[src/rtl/accum_pkg.sv]
// Shared defaults, FSM state type and FIFO sizing for the accumulator
// column drain engine.
package accum_pkg;

  localparam int ACCUM_ROW_DEF  = 256;
  localparam int DATA_WIDTH_DEF = 32;
  localparam int FIFO_DEPTH     = 4;
  localparam int FIFO_CNT_W     = $clog2(FIFO_DEPTH + 1);
  localparam int FIFO_PTR_W     = $clog2(FIFO_DEPTH);

  typedef enum logic [1:0] {
    IDLE,
    ISSUE,
    FLUSH,
    DONE
  } drain_state_e;

endpackage

[src/rtl/accum_drain_fifo.sv]
// Small synchronous FIFO of {last, data} beats between the SRAM read return
// and the downstream valid/ready port; occupancy count is registered.
module accum_drain_fifo
  import accum_pkg::*;
#(
  parameter int DATA_WIDTH = DATA_WIDTH_DEF
) (
  input  logic                  clk,
  input  logic                  rstn,
  input  logic                  push,
  input  logic                  push_last,
  input  logic [DATA_WIDTH-1:0] push_data,
  input  logic                  pop,
  output logic                  empty,
  output logic [FIFO_CNT_W-1:0] count,
  output logic                  head_last,
  output logic [DATA_WIDTH-1:0] head_data
);

  logic [DATA_WIDTH:0]   mem [FIFO_DEPTH];
  logic [FIFO_PTR_W-1:0] wr_ptr_q;
  logic [FIFO_PTR_W-1:0] rd_ptr_q;
  logic [FIFO_CNT_W-1:0] count_q;
  logic                  do_push;
  logic                  do_pop;

  assign do_push = push && (count_q != FIFO_CNT_W'(FIFO_DEPTH));
  assign do_pop  = pop && (count_q != '0);

  always_ff @(posedge clk or negedge rstn) begin
    if (!rstn) begin
      wr_ptr_q <= '0;
      rd_ptr_q <= '0;
      count_q  <= '0;
    end else begin
      if (do_push) wr_ptr_q <= wr_ptr_q + FIFO_PTR_W'(1);
      if (do_pop)  rd_ptr_q <= rd_ptr_q + FIFO_PTR_W'(1);
      if (do_push && !do_pop)      count_q <= count_q + FIFO_CNT_W'(1);
      else if (!do_push && do_pop) count_q <= count_q - FIFO_CNT_W'(1);
    end
  end

  // Storage carries no reset; the top masks the head while empty.
  always_ff @(posedge clk) begin
    if (do_push) mem[wr_ptr_q] <= {push_last, push_data};
  end

  assign empty                  = (count_q == '0);
  assign count                  = count_q;
  assign {head_last, head_data} = mem[rd_ptr_q];

endmodule

[src/rtl/accum_col_drain.sv]
// Column SRAM readout: streams a contiguous (wrapping) row range out over
// valid/ready, optionally zeroing each row once its value has been captured.
module accum_col_drain
  import accum_pkg::*;
#(
  parameter  int ACCUM_ROW  = ACCUM_ROW_DEF,
  parameter  int DATA_WIDTH = DATA_WIDTH_DEF,
  localparam int ADDR_WIDTH = $clog2(ACCUM_ROW)
) (
  input  logic                  clk,
  input  logic                  rstn,
  input  logic                  start,
  input  logic [ADDR_WIDTH-1:0] start_row,
  input  logic [ADDR_WIDTH:0]   num_rows,
  input  logic                  clear_en,
  output logic                  busy,
  output logic                  done,
  output logic                  sram_rd_en,
  output logic [ADDR_WIDTH-1:0] sram_rd_addr,
  input  logic [DATA_WIDTH-1:0] sram_rd_data,
  output logic                  sram_wr_en,
  output logic [ADDR_WIDTH-1:0] sram_wr_addr,
  output logic [DATA_WIDTH-1:0] sram_wr_data,
  output logic                  out_valid,
  input  logic                  out_ready,
  output logic [DATA_WIDTH-1:0] out_data,
  output logic                  out_last
);

  function automatic logic [ADDR_WIDTH-1:0] next_addr(input logic [ADDR_WIDTH-1:0] a);
    return (a == ADDR_WIDTH'(ACCUM_ROW - 1)) ? '0 : a + ADDR_WIDTH'(1);
  endfunction

  drain_state_e          state_q, state_d;
  logic [ADDR_WIDTH:0]   total_q;
  logic [ADDR_WIDTH:0]   issued_q;
  logic                  clear_q;
  logic [ADDR_WIDTH-1:0] rd_addr_p0;
  logic                  vld_p1;
  logic                  last_p1;
  logic [ADDR_WIDTH-1:0] addr_p1;

  logic                  fifo_empty;
  logic [FIFO_CNT_W-1:0] fifo_count;
  logic [FIFO_CNT_W-1:0] occ;
  logic                  head_last;
  logic [DATA_WIDTH-1:0] head_data;
  logic                  issue;
  logic                  last_issue;
  logic                  accept;

  assign accept = (state_q == IDLE) && start;

  // Occupancy counts the read in flight so a returning word always has a slot.
  assign occ        = fifo_count + FIFO_CNT_W'(vld_p1);
  assign issue      = (state_q == ISSUE) && (issued_q != total_q) &&
                      (occ < FIFO_CNT_W'(FIFO_DEPTH - 1));
  assign last_issue = issue && ((issued_q + (ADDR_WIDTH+1)'(1)) == total_q);

  always_comb begin
    state_d = state_q;
    unique case (state_q)
      IDLE:    if (start) state_d = (num_rows == '0) ? DONE : ISSUE;
      ISSUE:   if (last_issue) state_d = FLUSH;
      FLUSH:   if (fifo_empty && !vld_p1) state_d = DONE;
      DONE:    state_d = IDLE;
      default: state_d = IDLE;
    endcase
  end

  always_ff @(posedge clk or negedge rstn) begin
    if (!rstn) begin
      state_q  <= IDLE;
      total_q  <= '0;
      issued_q <= '0;
      clear_q  <= 1'b0;
      vld_p1   <= 1'b0;
      last_p1  <= 1'b0;
    end else begin
      state_q <= state_d;
      vld_p1  <= issue;
      last_p1 <= last_issue;
      if (accept) begin
        total_q  <= num_rows;
        issued_q <= '0;
        clear_q  <= clear_en;
      end else if (issue) begin
        issued_q <= issued_q + (ADDR_WIDTH+1)'(1);
      end
    end
  end

  // Stage p0 -> p1: read address issued, remembered for the return/clear cycle.
  always_ff @(posedge clk) begin
    if (accept)     rd_addr_p0 <= start_row;
    else if (issue) rd_addr_p0 <= next_addr(rd_addr_p0);
    if (issue)      addr_p1    <= rd_addr_p0;
  end

  // Stage p1: read data returns, is pushed, and its row is cleared.
  accum_drain_fifo #(
    .DATA_WIDTH (DATA_WIDTH)
  ) u_fifo (
    .clk       (clk),
    .rstn      (rstn),
    .push      (vld_p1),
    .push_last (last_p1),
    .push_data (sram_rd_data),
    .pop       (out_valid && out_ready),
    .empty     (fifo_empty),
    .count     (fifo_count),
    .head_last (head_last),
    .head_data (head_data)
  );

  assign busy         = (state_q != IDLE);
  assign done         = (state_q == DONE);
  assign sram_rd_en   = issue;
  assign sram_rd_addr = issue ? rd_addr_p0 : '0;
  assign sram_wr_en   = vld_p1 && clear_q;
  assign sram_wr_addr = sram_wr_en ? addr_p1 : '0;
  assign sram_wr_data = '0;
  assign out_valid    = !fifo_empty;
  assign out_data     = out_valid ? head_data : '0;
  assign out_last     = out_valid && head_last;

endmodule

[config.mk]
export PLATFORM = sky130hd
export DESIGN_NAME = accum_col_drain
export DESIGN_NICKNAME = d
export VERILOG_FILES = /design/src/rtl/accum_pkg.sv /design/src/rtl/accum_drain_fifo.sv /design/src/rtl/accum_col_drain.sv
export SDC_FILE = /design/constraint.sdc
export NUM_CORES = 1
export LEC_CHECK = 0
export CORE_AREA = 2 2 126 128
export DETAILED_ROUTE_END_ITERATION = 8
export DIE_AREA = 0 0 128 130
export GPL_TIMING_DRIVEN = 0
export PLACE_DENSITY = 0.85
export SYNTH_ARGS = -nofsm -noshare
export SYNTH_HDL_FRONTEND = slang
export SYNTH_HIERARCHICAL = 1
export SYNTH_SLANG_ARGS = --single-unit
export TNS_END_PERCENT = 50
[constraint.sdc]
create_clock -name clk -period 2.6 [get_ports clk]
set_input_delay 0.26 -clock clk [delete_from_list [all_inputs] [get_ports clk]]
set_output_delay 0.26 -clock clk [all_outputs]
set_load 0.01 [all_outputs]
==> impl_metrics.tcl, run 1 <==
set metrics [dict create \
    cp_max_fo 4 \
    utilization_pct 65.83 \
    fillCellCount 1066 \
    min_period_ns 2.525 \
    io_pins 140 \
    dp_slack_ns -0.6265 \
    p_per_area_nw_per_um2 1074 \
    coreArea_um2 15420 \
    ant_nets 0 \
    clock_latency_ns 0.43 \
    r2r-end "state_q[0]$_DFFE_PN0P_" \
    clk_pin_slew_ns 0.06 \
    outcome "complete, no violations" \
    reg2regPathDepth 10 \
    cp-endpoint "state_q[0]$_DFFE_PN0P_" \
    holdWs_ns 0.4038 \
    setup_viol 0 \
    yosys_warnings 6 \
    regArea_um2 5197 \
    cp-start-kind "register" \
    cts_root_buf "clkbuf_16" \
    synthCells 516 \
    p_leak_nw 3.825 \
    ir_worst_vdd_mv 0.6689 \
    place_hpwl_um 10170 \
    hold_class "input pin to register" \
    final_cell_mix "148 x edfxtp_1, 95 x clkdlybuf4s50_1, 50 x nand2_1, 45 x buf_4, 34 x nor2b_1" \
    cts_tree "yes" \
    final_common_cell "edfxtp_1" \
    required_ns 2.90 \
    syn_to_final_growth_pct 27.37 \
    power_mw 10.91 \
    drcViolationCount 0 \
    grt.total_usage_pct 18.92 \
    antenna_cells 0 \
    die_y_um 130 \
    die_x_um 128 \
    detailedRoute.firstPassIterationCount 5 \
    start_util_pct 51.68 \
    dr_wl_met3_um 734 \
    synth-main-ff-cell "edfxtp_1" \
    r2r_setup_slack_ns 0.07 \
    routed_wl_um 15580 \
    wl_per_cell_um 17.44 \
    port_buffers 107 \
    synth-seq-cells 178 \
    grt_pass1_wl_um 23960 \
    vias_per_cell 5.221 \
    htree_levels 4 \
    cts_buffer_depth 2 \
    wl_met2_um 8192 \
    drt_iter0_markers 257 \
    vias 4662 \
    drive_gt1_share_pct 20.97 \
    async_reset_ff_share_pct 16.85 \
    synth-edff-count 148 \
    clock_sinks 178 \
    r2r_start "u_fifo/count[0]$_DFFE_PN0P_" \
    grt_start_max_net_pins 34 \
    crit_path_start "u_fifo/count[0]$_DFFE_PN0P_" \
    crit_type "register to register" \
    core.rowCount 46 \
    clock.fmax_mhz 396.0 \
    setup_ws_ns 0.07487 \
    multiInputGateArea_um2 2542 \
    synth_area_per_cell_um2 15.45 \
    highest_layer "met4" \
    place_congestion 0.8344 \
    rsz0062_at_grt "yes" \
    fin_crit_sh_pct 97.12 \
    max-slew-margin-rel_pct 37.90 \
    final_cells 893 \
    maxSlewViolCount 0 \
    skew_ns 0.01409 \
    placed_cells 846 \
    drt-met1-wl_um 6494 \
    tightest_slew_ns 0.9315 \
    gr-total-overflow 0 \
    maxCapViolations 0 \
    syn-cell-area_um2 7971 \
    cp-end-kind "register" \
    grt_pass1_vias 4750 \
    layout.nets 757 \
    cts_made_buffers 17 \
    hold_viol 0 \
    grt_antenna_before_repair 0 \
    seq_area_frac_synth_pct 65.17 \
    die-area_um2 16640 \
    crit_arrival_ns 2.82 \
    ys_types 51 \
]
-- power breakdown --
group          total (mW)  internal, mW  switching (mW)
Sequential           4.09          3.73           0.366
Clock                2.44          1.42            1.02
Combinational        4.37          2.34            2.03
-- critical path: stages (launching register included) --
cell and delay, ns:
dfrtp_2 0.44, ha_1 0.19, ha_1 0.19, xnor2_1 0.14, nand3_1 0.12, buf_4 0.16
buf_4 0.13, or4_4 0.53, nor4_4 0.22, mux2i_1 0.21, nand2_1 0.07
-- cell usage after synthesis (2+ instances only) --
cell type / instances / area (um^2)
o21ai_0: 12 / 60.06
nor3_1: 10 / 50.05
o211ai_1: 5 / 37.54
nand3_1: 7 / 35.03
and3_1: 10 / 62.56
buf_2: 5 / 25.02
inv_1: 10 / 37.54
nor2_1: 15 / 56.30
nor2b_1: 34 / 212.7
ha_1: 14 / 175.2
mux4_1: 5 / 131.4
nand2_1: 50 / 187.7
a21oi_1: 3 / 15.01
buf_4: 33 / 247.7
mux2_2: 2 / 22.52
and2_1: 15 / 93.84
xnor2_1: 26 / 227.7
o21a_1: 2 / 15.01
clkbuf_1: 9 / 33.78
edfxtp_1: 148 / 4444
dfrtp_1: 30 / 750.7
nand3b_1: 3 / 22.52
nand2b_1: 2 / 12.51
xor2_1: 7 / 61.31
buf_12: 3 / 60.06
mux4_2: 28 / 630.6
nor4_1: 4 / 25.02
-- metal layers --
metal  vias up  global-route usage (%)
met5         -                       0
met4         0                   4.202
met3        10                   4.633
met2       141                   33.82
met1      2324                   23.64
li1       2187                       -
-- metrics by stage --
stage                      TNS, ns  instance area [um^2]
after global placement      -26.53                  9399
after floorplan                  0                  8088
after global routing      -0.04327                 10150
after detailed placement    -10.36                  9404
final                            0                 10150
after CTS                        0                 10150
-- sequential cells by signal, indices dropped and copies added (netlist names), 2 cells and up --
signal	cells
u_fifo/mem	132
issued_q	9
total_q	9
addr_p1	8
rd_addr_p0	8
u_fifo/count	3
state_q	2
u_fifo/rd_ptr_q	2
u_fifo/wr_ptr_q	2
-- worst min path at each step --
stage | to | depth (start not counted) | slack (ns) | start
global placement | u_fifo/mem[1][32]$_DFFE_PP_ | 0 | 0.46 | last_p1$_DFF_PN0_
finish | total_q[7]$_DFFE_PN0P_ | 3 | 0.40 | num_rows[7]
floorplan | clear_q$_DFFE_PN0P_ | 0 | -0.04 | rstn
CTS | total_q[7]$_DFFE_PN0P_ | 3 | 0.39 | num_rows[7]
detailed placement | addr_p1[4]$_DFFE_PN_ | 0 | 0.46 | rd_addr_p0[4]$_DFFE_PP_
global route | total_q[0]$_DFFE_PN0P_ | 3 | 0.42 | num_rows[0]
-- logic make-up after synthesis --
kind of cell    after synthesis  share of synthesized area [%]
mux                          36                          9.967
simple gates                163                          11.16
other cells                   1                        0.04704
flops                       178                          65.17
buf+inv                      62                          5.274
xor+xnor                     33                          3.626
fa+ha+maj                    15                          2.449
compound gates               28                          2.307
-- repair_timing --
| item | CTS | global route |
|---|---|---|
| resized for setup | 40 | 9 |
| endpoints found under the setup margin | 61 | 16 |
| hold buffers | 0 | 1 |
| pin swaps | 3 | 3 |
| endpoints found under the hold margin | 0 | 30 |
| setup buffers | 11 | 3 |
-- final cells by class --
cell class / instances / share of cell area [%]
Multi-Input combinational cell: 307 / 25.04
Clock buffer: 20 / 4.301
Inverter: 10 / 0.3697
Tap cell: 192 / 2.366
Sequential cell: 178 / 51.19
Clock inverter: 12 / 1.294
Buffer: 52 / 3.968
Timing Repair Buffer: 122 / 11.47
Power figures use the tool's default switching activity.
==> run 2: changes to the inputs <==
--- a/config.mk
+++ b/config.mk
@@ -14,4 +14,4 @@
 export SYNTH_HDL_FRONTEND = slang
 export SYNTH_HIERARCHICAL = 1
 export SYNTH_SLANG_ARGS = --single-unit
-export TNS_END_PERCENT = 50
+export TNS_END_PERCENT = 20
==> run 2 against run 1 <==
First-iteration DRC count decreased by 5.8%. Total power is 0.32% lower. Register-to-register slack about the same. Via count did not move. Worst setup slack worse by 0.0028 ns. Clock skew down 0.0028 ns. Clock-buffer cell count unchanged. Critical endpoint unchanged. Largest cell class unchanged. Largest power group unchanged.
==> impl_metrics.tcl, run 2 (synthesis gave the netlist of run 1 again) <==
set metrics [dict create \
    cts_tree "yes" \
    cpMaxStageDelayCell "or4_4" \
    wl_per_cell_um 17.43 \
    layout.nets 756 \
    detailedRoute.firstPassIterationCount 4 \
    die_x_um 128 \
    p_leak_nw 3.818 \
    utilization_pct 65.70 \
    final_cell_mix "148 x edfxtp_1, 95 x clkdlybuf4s50_1, 50 x nand2_1, 45 x buf_4, 34 x nor2b_1" \
    gr-total-overflow 0 \
    ant_nets 0 \
    grt_pass1_vias 4750 \
    grt.total_usage_pct 18.92 \
    clock_sinks 178 \
    maxSlewViolCount 0 \
    placed_cells 846 \
    r2r_setup_slack_ns 0.07 \
    path_cells "ha_1 -> ha_1 -> xnor2_1 -> nand3_1 -> buf_4 -> buf_4 -> or4_4 -> nor4_4 -> mux2i_1 -> nand2_1" \
    fin_crit_sh_pct 97.23 \
    slowest_delay_ns 0.53 \
    clk_pin_slew_ns 0.06 \
    die-area_um2 16640 \
    ir_worst_vdd_mv 0.6514 \
    worst-path-buf-inv 2 \
    cp-end-kind "register" \
    place_congestion 0.8344 \
    hold_class "input pin to register" \
    drt_iter0_markers 242 \
    rsz0062_at_grt "yes" \
    p_per_area_nw_per_um2 1073 \
    vias 4662 \
    fin_area_um2 10130 \
    clock_latency_ns 0.42 \
    place_area_um2 9404 \
    fillCellCount 1069 \
    clock.fmax_mhz 395.6 \
    reg_top3 "u_fifo/mem x132, issued_q x9, total_q x9" \
    dp_slack_ns -0.6265 \
    cp_max_fo 4 \
    core.rowCount 46 \
    required_ns 2.89 \
    final_cells 892 \
    cp-start-kind "register" \
    drcViolationCount 0 \
    routed_wl_um 15550 \
    largest_reg_flops 132 \
    grt_antenna_before_repair 0 \
    tightest_slew_ns 0.9418 \
    max-slew-margin-rel_pct 37.21 \
    skew_ns 0.01130 \
    coreArea_um2 15420 \
    final_common_cell "edfxtp_1" \
    maxCapViolations 0 \
    cts_root_buf "clkbuf_16" \
    outcome "complete, no violations" \
    grt_pass1_wl_um 23960 \
    start_util_pct 51.68 \
    drive_gt1_share_pct 20.86 \
    cts_made_buffers 17 \
    cts_buffer_depth 2 \
    crit_type "register to register" \
    hold_viol 0 \
    fin_tns_setup_ns 0 \
    die_y_um 130 \
    crit_arrival_ns 2.82 \
    min_period_ns 2.528 \
    setup_ws_ns 0.07202 \
    setup_viol 0 \
    port_buffers 107 \
    io_pins 140 \
    top_register "u_fifo/mem" \
    power_mw 10.87 \
    syn_to_final_growth_pct 27.12 \
    grt_start_max_net_pins 34 \
    holdWs_ns 0.4092 \
    place_hpwl_um 10170 \
    vias_per_cell 5.226 \
    crit_family "simple AND/OR/NAND/NOR gates" \
    antenna_cells 0 \
    htree_levels 4 \
]
[run 2: worst min-delay path, stage by stage]
cell and delay, ns:
clkdlybuf4s50_1 0.42, nand2_1 0.07, nand2_1 0.04
[run 2: power breakdown]
| group | switching (mW) | internal (mW) |
|---|---|---|
| combinational | 2.02 | 2.31 |
| clock | 1.02 | 1.42 |
| sequential | 0.368 | 3.73 |
[run 2: final timing paths]
path	startpoint	end	depth (start not counted)
max in group asynchronous	rstn	vld_p1$_DFF_PN0_	2
min in group asynchronous	rstn	total_q[5]$_DFFE_PN0P_	2
worst min-delay path	num_rows[7]	total_q[7]$_DFFE_PN0P_	3
worst max-delay path	u_fifo/count[0]$_DFFE_PN0P_	state_q[0]$_DFFE_PN0P_	10
worst max register to register	u_fifo/count[0]$_DFFE_PN0P_	state_q[0]$_DFFE_PN0P_	10
worst min register to register	rd_addr_p0[4]$_DFFE_PP_	addr_p1[4]$_DFFE_PN_	0
[run 2: layout make-up]
cell class	count	area (um^2)	area share, %
buffer	52	402.9	3.976
sequential	178	5197	51.29
clock inverter	12	131.4	1.296
tap	192	240.2	2.371
multi-input combinational	307	2542	25.09
timing repair buffer	121	1145	11.30
inverter	10	37.54	0.3704
clock buffer	20	436.7	4.309
[run 2: what timing repair did]
item,in CTS,in global routing
hold buffers,0,1
endpoints found under the setup margin,61,16
endpoints found under the hold margin,0,30
gates resized for setup,40,11
buffers inserted,11,2
pin swaps,3,2
[run 2: routing by layer]
layer  track usage, %  vias up  share of wire [%]  routed length (um)
li1                 -     2181                  -                   -
met1            23.64     2337                 42                6554
met2            33.82      138                 52                8140
met3            4.633        6                4.8                 751
met4            4.202        0               0.65                 101
met5                0        -                  0                   0
